<file path="src/rtl/cpu_pkg.sv">
// Shared CPU definitions: register-file geometry and register-dump FSM states.
package cpu_pkg;

    localparam int REG_ADDR_W = 5;
    localparam int REG_DATA_W = 32;

    typedef enum logic [1:0] {
        IDLE = 2'd0,
        READ = 2'd1,
        SEND = 2'd2,
        DONE = 2'd3
    } dump_state_t;

endpackage

</file>
<file path="src/rtl/reg_dump_ctrl_if.sv">
// Beat stream carrying (index, value) pairs out of the register-dump controller.
interface reg_dump_ctrl_if #(
    parameter int ADDR_W = cpu_pkg::REG_ADDR_W,
    parameter int DATA_W = cpu_pkg::REG_DATA_W
);
    logic              out_valid;
    logic              out_ready;
    logic [ADDR_W-1:0] out_index;
    logic [DATA_W-1:0] out_data;
    logic              out_last;

    modport master (
        output out_valid,
        input  out_ready,
        output out_index,
        output out_data,
        output out_last
    );

    modport slave (
        input  out_valid,
        output out_ready,
        input  out_index,
        input  out_data,
        input  out_last
    );
endinterface

</file>
<file path="src/rtl/reg_dump_ctrl.sv">
// Freezes the CPU and walks the register file in ascending order, one beat per register.
// Two cycles per register (READ, SEND); SEND holds with stable index/data until out_ready.
module reg_dump_ctrl
    import cpu_pkg::*;
#(
    parameter int NUM_REGS = 32,
    parameter int ADDR_W   = REG_ADDR_W,
    parameter int DATA_W   = REG_DATA_W
) (
    input  logic              clock,
    input  logic              reset,
    input  logic              start,
    output logic [ADDR_W-1:0] ReadReg,
    input  logic [DATA_W-1:0] ReadData,
    output logic              halt_req,
    output logic              busy,
    output logic              done,
    reg_dump_ctrl_if.master   out_if
);

    localparam logic [ADDR_W-1:0] LAST_IDX = ADDR_W'(NUM_REGS - 1);

    dump_state_t       state;
    dump_state_t       next_state;
    logic [ADDR_W-1:0] idx;
    logic [ADDR_W-1:0] out_index;
    logic [DATA_W-1:0] out_data;
    logic              out_valid;
    logic              out_last;
    logic              clear_idx;
    logic              advance_idx;
    logic              capture;

    always_ff @(posedge clock) begin
        if (reset) begin
            state <= IDLE;
        end else begin
            state <= next_state;
        end
    end

    always_comb begin
        next_state  = state;
        ReadReg     = '0;
        out_valid   = 1'b0;
        out_last    = 1'b0;
        done        = 1'b0;
        busy        = 1'b1;
        clear_idx   = 1'b0;
        advance_idx = 1'b0;
        capture     = 1'b0;
        case (state)
            IDLE: begin
                busy = 1'b0;
                if (start) begin
                    clear_idx  = 1'b1;
                    next_state = READ;
                end
            end
            READ: begin
                ReadReg    = idx;
                capture    = 1'b1;
                next_state = SEND;
            end
            SEND: begin
                out_valid = 1'b1;
                out_last  = (out_index == LAST_IDX);
                if (out_if.out_ready) begin
                    if (out_index == LAST_IDX) begin
                        next_state = DONE;
                    end else begin
                        advance_idx = 1'b1;
                        next_state  = READ;
                    end
                end
            end
            DONE: begin
                done       = 1'b1;
                next_state = IDLE;
            end
            default: begin
                busy       = 1'b0;
                next_state = IDLE;
            end
        endcase
    end

    // The index only moves on an accepted beat, so it stops at LAST_IDX and never wraps.
    always_ff @(posedge clock) begin
        if (reset) begin
            idx       <= '0;
            out_index <= '0;
            out_data  <= '0;
        end else begin
            if (clear_idx) begin
                idx <= '0;
            end else if (advance_idx) begin
                idx <= idx + 1'b1;
            end
            if (capture) begin
                out_index <= idx;
                out_data  <= ReadData;
            end
        end
    end

    assign halt_req         = busy;
    assign out_if.out_valid = out_valid;
    assign out_if.out_last  = out_last;
    assign out_if.out_index = out_index;
    assign out_if.out_data  = out_data;

endmodule

</file>
<file path="src/flat_wrapper.sv">
// flat-port wrapper written by rule: the top's interface ports become plain ports
module reg_dump_ctrl_flat import cpu_pkg::*;
#(
    parameter int NUM_REGS = 32,
    parameter int ADDR_W   = REG_ADDR_W,
    parameter int DATA_W   = REG_DATA_W
)
  (clock, reset, start, ReadReg, ReadData, halt_req, busy, done, out_if_out_valid, out_if_out_ready, out_if_out_index, out_if_out_data, out_if_out_last);
  reg_dump_ctrl_if #(.ADDR_W(ADDR_W), .DATA_W(DATA_W)) out_if_i ();
  input  logic clock;
  input  logic reset;
  input  logic start;
  output logic [ADDR_W-1:0] ReadReg;
  input  logic [DATA_W-1:0] ReadData;
  output logic halt_req;
  output logic busy;
  output logic done;
  output wire logic [$bits(out_if_i.out_valid)-1:0] out_if_out_valid;
  input wire logic [$bits(out_if_i.out_ready)-1:0] out_if_out_ready;
  output wire logic [$bits(out_if_i.out_index)-1:0] out_if_out_index;
  output wire logic [$bits(out_if_i.out_data)-1:0] out_if_out_data;
  output wire logic [$bits(out_if_i.out_last)-1:0] out_if_out_last;
  assign out_if_out_valid = out_if_i.out_valid;
  assign out_if_i.out_ready = out_if_out_ready;
  assign out_if_out_index = out_if_i.out_index;
  assign out_if_out_data = out_if_i.out_data;
  assign out_if_out_last = out_if_i.out_last;
  reg_dump_ctrl #(.NUM_REGS(NUM_REGS), .ADDR_W(ADDR_W), .DATA_W(DATA_W)) u_core (.clock(clock), .reset(reset), .start(start), .ReadReg(ReadReg), .ReadData(ReadData), .halt_req(halt_req), .busy(busy), .done(done), .out_if(out_if_i));
endmodule
</file>
<file path="config.mk">
export PLATFORM = sky130hd
export DESIGN_NAME = reg_dump_ctrl_flat
export DESIGN_NICKNAME = d
export VERILOG_FILES = /design/src/rtl/cpu_pkg.sv /design/src/rtl/reg_dump_ctrl_if.sv /design/src/rtl/reg_dump_ctrl.sv /design/src/flat_wrapper.sv
export SDC_FILE = /design/constraint.sdc
export NUM_CORES = 1
export LEC_CHECK = 0
export CORE_UTILIZATION = 36
export CTS_CLUSTER_SIZE = 12
export DETAILED_ROUTE_END_ITERATION = 7
export PLACE_DENSITY = 0.81
export SYNTH_ARGS = -nofsm -noshare
export SYNTH_HDL_FRONTEND = slang
export SYNTH_SLANG_ARGS = --single-unit
</file>
<file path="constraint.sdc">
create_clock -name clock -period 1.6 [get_ports clock]
set_input_delay 0.32 -clock clock [delete_from_list [all_inputs] [get_ports clock]]
set_output_delay 0.32 -clock clock [all_outputs]
set_load 0.02 [all_outputs]
</file>
Word level (Yosys, flattened, before mapping) --
Index checks and enable logic that the tools add are counted.
Word-level totals: bits in registers 44
Cells by class: multiplexer cells 15, reductions and logical operators 3, add/sub/neg operators 1, equality and inequality tests 6
Operator list (number):
- $mux 1 | 10
- $pmux 2 s4 | 1
- $mux 2 | 3
- $add 5x1->5 const B | 1
- $eq 5x5->1 const B | 1
- $mux 5 | 1
- $eq 2x2->1 const B | 2
- $ne 2x2->1 const B | 2
- $eq 2x1->1 const B | 1
- $logic_not 2->1 | 1
- $reduce_and 2->1 | 1
- $reduce_or 2->1 | 1

Longest topological paths before layout --
depth in word-level cells 4, gate-level depth with buffers 5

Worst setup path after synthesis --
OpenSTA, ideal clock, no wires.
kind register to output, from register u_core.out_index[1] (netlist: u_core.out_if.out_index[1]), to output out_if_out_last, cell stages (with the launch flop) 4, path slack 154 ps, arrival time 1126 ps, path through dfxtp_1 -> and4_4 -> nand2_1 -> nor2_1
Between the ends: longest elaborated chain between the ends 2
Ends and longest elaborated chain:
- from (decl) | line reg_dump_ctrl.sv:26 | logic [ADDR_W-1:0] out_index;
- from (signal assigned) | line reg_dump_ctrl.sv:101 | out_index <= idx;
- $eq 5x5->1 | line reg_dump_ctrl.sv:67 | out_last = (out_index == LAST_IDX);
- $mux 1 | line reg_dump_ctrl.sv:52 | case (state)
- to (decl) | line flat_wrapper.sv:22 | output wire logic [$bits(out_if_i.out_last)-1:0] out_if_out_last;
Every way passes these cells.

Worst setup path after layout --
from register u_core.state[1], to output ReadReg[3]
Between the ends: longest elaborated chain between the ends 2
Ends and longest elaborated chain:
- from (decl) | line reg_dump_ctrl.sv:23 | dump_state_t state;
- from (signal assigned) | line reg_dump_ctrl.sv:38 | state <= next_state;
- $eq 2x1->1 | line reg_dump_ctrl.sv:52
- $mux 5 | line reg_dump_ctrl.sv:52
- to (decl) | line flat_wrapper.sv:13 | output logic [ADDR_W-1:0] ReadReg;
Every way passes these cells.

==> results_tabular.tex <==
\begin{tabular}{lr}
\hline
Metric & Value \\
\hline
\multicolumn{2}{l}{\textbf{Power}} \\
Cell area power density & 821 mW/mm² \\
Net switching share of the total power & 0.249 \\
Switching power total & 566 µW \\
Peak supply drop & 509 µV \\
Power share of the clock group & 0.304 \\
Int Power & 1710 µW \\
Logic gate share of total power & 0.184 \\
P\_leak & 0.00139 µW \\
Reg power frac & 0.511 \\
\multicolumn{2}{l}{\textbf{Finish}} \\
FILL cells & 407 \\
Top library cells by usage in the layout, fill and taps aside & nand2\_1 (76), clkdlybuf4s50\_1 (52), dfxtp\_1 (42) \\
Leading cell type in the layout, fill and taps excluded & nand2\_1 \\
Area added between synthesis and finish & 63.2\% \\
ANT cells & 0 \\
Share of the core filled with cells in the final layout & 0.623 \\
Layout net count & 343 \\
Ratio of cells with drive above 1 in the final layout & 0.150 \\
\multicolumn{2}{l}{\textbf{Global route}} \\
Largest net degree at the start of global routing & 22 \\
Number of antenna violations at the first check in global routing & 0 \\
Global-route congestion overflow total & 0 \\
First-pass GRT wire length & 7.21 mm \\
Via count of the first global-routing pass & 1,652 \\
GRT Overall Usage & 0.182 \\
\multicolumn{2}{l}{\textbf{Synth}} \\
Seq cells post-synth & 44 \\
Area of the mapped netlist & 0.00170 mm² \\
Number of synthesis warnings & 0 \\
Number of instances in the synthesized netlist & 208 \\
Fraction of the yosys area taken by sequential cells & 0.519 \\
Post-synthesis net count & 245 \\
Distinct cell type count of the synthesized netlist & 24 \\
Post-synthesis area per instance & 8.16 µm² \\
\multicolumn{2}{l}{\textbf{Timing}} \\
Timing-limited maximum frequency & 0.634 GHz \\
Final hold viol count & 0 \\
Setup repair after global routing missed its margin & yes \\
Worst hold slack & 0.451 ns \\
Finish-stage setup viols & 0 \\
Slew Limit Headroom & 0.781 \\
Max-slew violation count & 0 \\
Slew @ Worst Pin & 0.327 ns \\
Share of the clock period used by the worst path after layout & 0.985 \\
Total negative slack & 0 ns \\
Final Critical Period & 1.58 ns \\
Setup clock skew after layout & 0.00360 ns \\
\multicolumn{2}{l}{\textbf{Clocking}} \\
Hold-fix buffers, CTS & 0 \\
\# H-tree levels & 2 \\
Deepest clock path buffer count & 2 \\
Later-pin clock latency in the skew report & 0.29 ns \\
Clock tree from TritonCTS & yes \\
Total number of clock tree sinks & 44 \\
CTS buffer count & 5 \\
Root buffer cell & clkbuf\_8 \\
Clock-pin slew on the worst setup and hold paths & 0.08 ns \\
\multicolumn{2}{l}{\textbf{Placement}} \\
Count of input and output buffers & 82 \\
Placer Congestion & 0.799 \\
DP HPWL & 3.11 mm \\
\multicolumn{2}{l}{\textbf{Floorplanning}} \\
Die Wd & 70.7 µm \\
Initial standard-cell utilization of the core & 0.382 \\
DIE HEIGHT & 70.7 µm \\
Area enclosed by the die boundary & 0.00499 mm² \\
Core box area & 0.00444 mm² \\
\# rows & 24 \\
I/O pin cnt & 83 \\
\multicolumn{2}{l}{\textbf{Critical path}} \\
Startpoint type of the worst setup path & flop \\
Reg-to-reg endpoint & u\_core.idx[3] \\
Start of the worst register-to-register path & u\_core.out\_if.out\_index[3] \\
Arr. time, crit path & 1.26 ns \\
Worst-path fanout max & 5 \\
Launch point of the worst path & u\_core.state[1] \\
Number of cell instances on the worst register-to-register path & 5 \\
Nature of the critical path endpoint & output port \\
Internal reg-to-reg setup slack & 0.15 ns \\
Critical setup path kind & reg -> out \\
Data required, critical path & 1.28 ns \\
\multicolumn{2}{l}{\textbf{Detailed routing}} \\
Post-detailed-routing wire length & 4.28 mm \\
Number of antenna-violating nets in the routed design & 0 \\
Via-to-Cell Ratio & 4.71 \\
Detail-routed net length per standard cell & 11.9 µm \\
Initial DRC count & 51 \\
DRC Markers & 8 \\
Number of vias in the routed layout & 1,692 \\
1st-pass router iterations & 6 \\
\multicolumn{2}{l}{\textbf{Run status}} \\
Failing checks & design-rule violations \\
Result of the run & finished with violations \\
\multicolumn{2}{l}{\textbf{Hold path}} \\
Number of cells traversed by the worst hold path & 2 \\
Worst hold path class & reg -> reg \\
Hold endpoint & u\_core.out\_if.out\_data[24] \\
Startpoint of the lowest-slack hold path & u\_core.out\_if.out\_data[24] \\
\multicolumn{2}{l}{\textbf{Job}} \\
Number of max-cap violations & 0 \\
\hline
\end{tabular}
## state kept, by name, indices dropped and copies added (netlist names)
signal and flops:
u_core.idx 5, u_core.out_if.out_data 32, u_core.out_if.out_index 5, u_core.state 2
## per-stage QoR
stage | setup slack (ns) | instances | area (µm²) | total power [µW]
finish | 0.0239 | 359 | 2770 | 2280
global route | -0.0315 | 359 | 2770 | 2390
CTS | -0.0200 | 359 | 2750 | 2310
detailed placement | -0.0530 | 348 | 2650 | 1610
global placement | -0.0200 | 348 | 2650 | 1610
floorplan | 0.154 | 208 | 1700 | 1390
## routing by layer
metal,global-route usage,share of wire,vias to the layer above
li1,-,-,862
met1,0.206,0.43,774
met2,0.327,0.50,50
met3,0.0598,0.061,6
met4,0.0578,0.011,0
met5,0,0,-
## worst max-delay path by stage
stage | depth (start not counted) | slack (ns) | end
floorplan | 3 | 0.15 | out_if_out_last
global placement | 4 | -0.02 | ReadReg[0]
global route | 5 | -0.03 | ReadReg[3]
detailed placement | 4 | -0.05 | ReadReg[0]
CTS | 5 | -0.02 | ReadReg[3]
finish | 5 | 0.02 | ReadReg[3]
## worst max-delay path: stages (launching register included)
cell and delay [ns]:
dfxtp_2 0.33, and2b_2 0.26, buf_6 0.13, nand2_2 0.06, inv_1 0.04, buf_4 0.14
## area by class of cell
cell class / instances / area [µm²] / share of cell area
clock buffers: 8 / 90.1 / 0.0325
inverters: 9 / 33.8 / 0.0122
flip-flops and latches: 44 / 883 / 0.319
well taps: 52 / 65.1 / 0.0235
multi-input cells: 142 / 713 / 0.257
repair buffers: 104 / 985 / 0.355
## cells by family after synthesis
kind of cell    count (synthesis)  share of synthesized area
simple gates                   91                      0.220
compound gates                 45                      0.164
flops                          44                      0.519
buf+inv                        22                     0.0626
xor+xnor                        3                     0.0155
mux                             2                     0.0118
fa+ha+maj                       1                    0.00737
## cell usage after synthesis
cell type / number / area (µm²)
a2111oi_4: 1 / 27.5
a211oi_1: 2 / 15.0
a211oi_4: 1 / 20.0
a21o_1: 1 / 7.51
a21o_2: 1 / 8.76
a21oi_1: 38 / 190
a31o_1: 1 / 8.76
and2_2: 1 / 7.51
and2b_2: 1 / 8.76
and3_1: 1 / 6.26
and4_4: 1 / 11.3
buf_2: 4 / 20.0
buf_4: 5 / 37.5
clkbuf_1: 4 / 15.0
dfxtp_1: 44 / 881
ha_1: 1 / 12.5
inv_1: 9 / 33.8
mux2i_1: 2 / 20.0
nand2_1: 77 / 289
nand2b_1: 1 / 6.26
nand2b_4: 1 / 13.8
nor2_1: 7 / 26.3
nor3_1: 1 / 5.00
xnor2_1: 3 / 26.3
## power by group through the flow
stage,Clock [µW],Sequential [µW],Combinational [µW]
2_1_floorplan,0,1240,143
3_3_place_gp,0,1190,418
3_5_place_dp,0,1190,421
4_1_cts,722,1170,426
5_1_grt,768,1170,454
6_report,692,1160,420
## what timing repair did
action,4_1_cts,5_1_grt
setup endpoints to repair,14,23
gates resized for setup,30,27
buffers inserted,3,0
gates cloned,0,0
(Power assumes the default switching activity.)
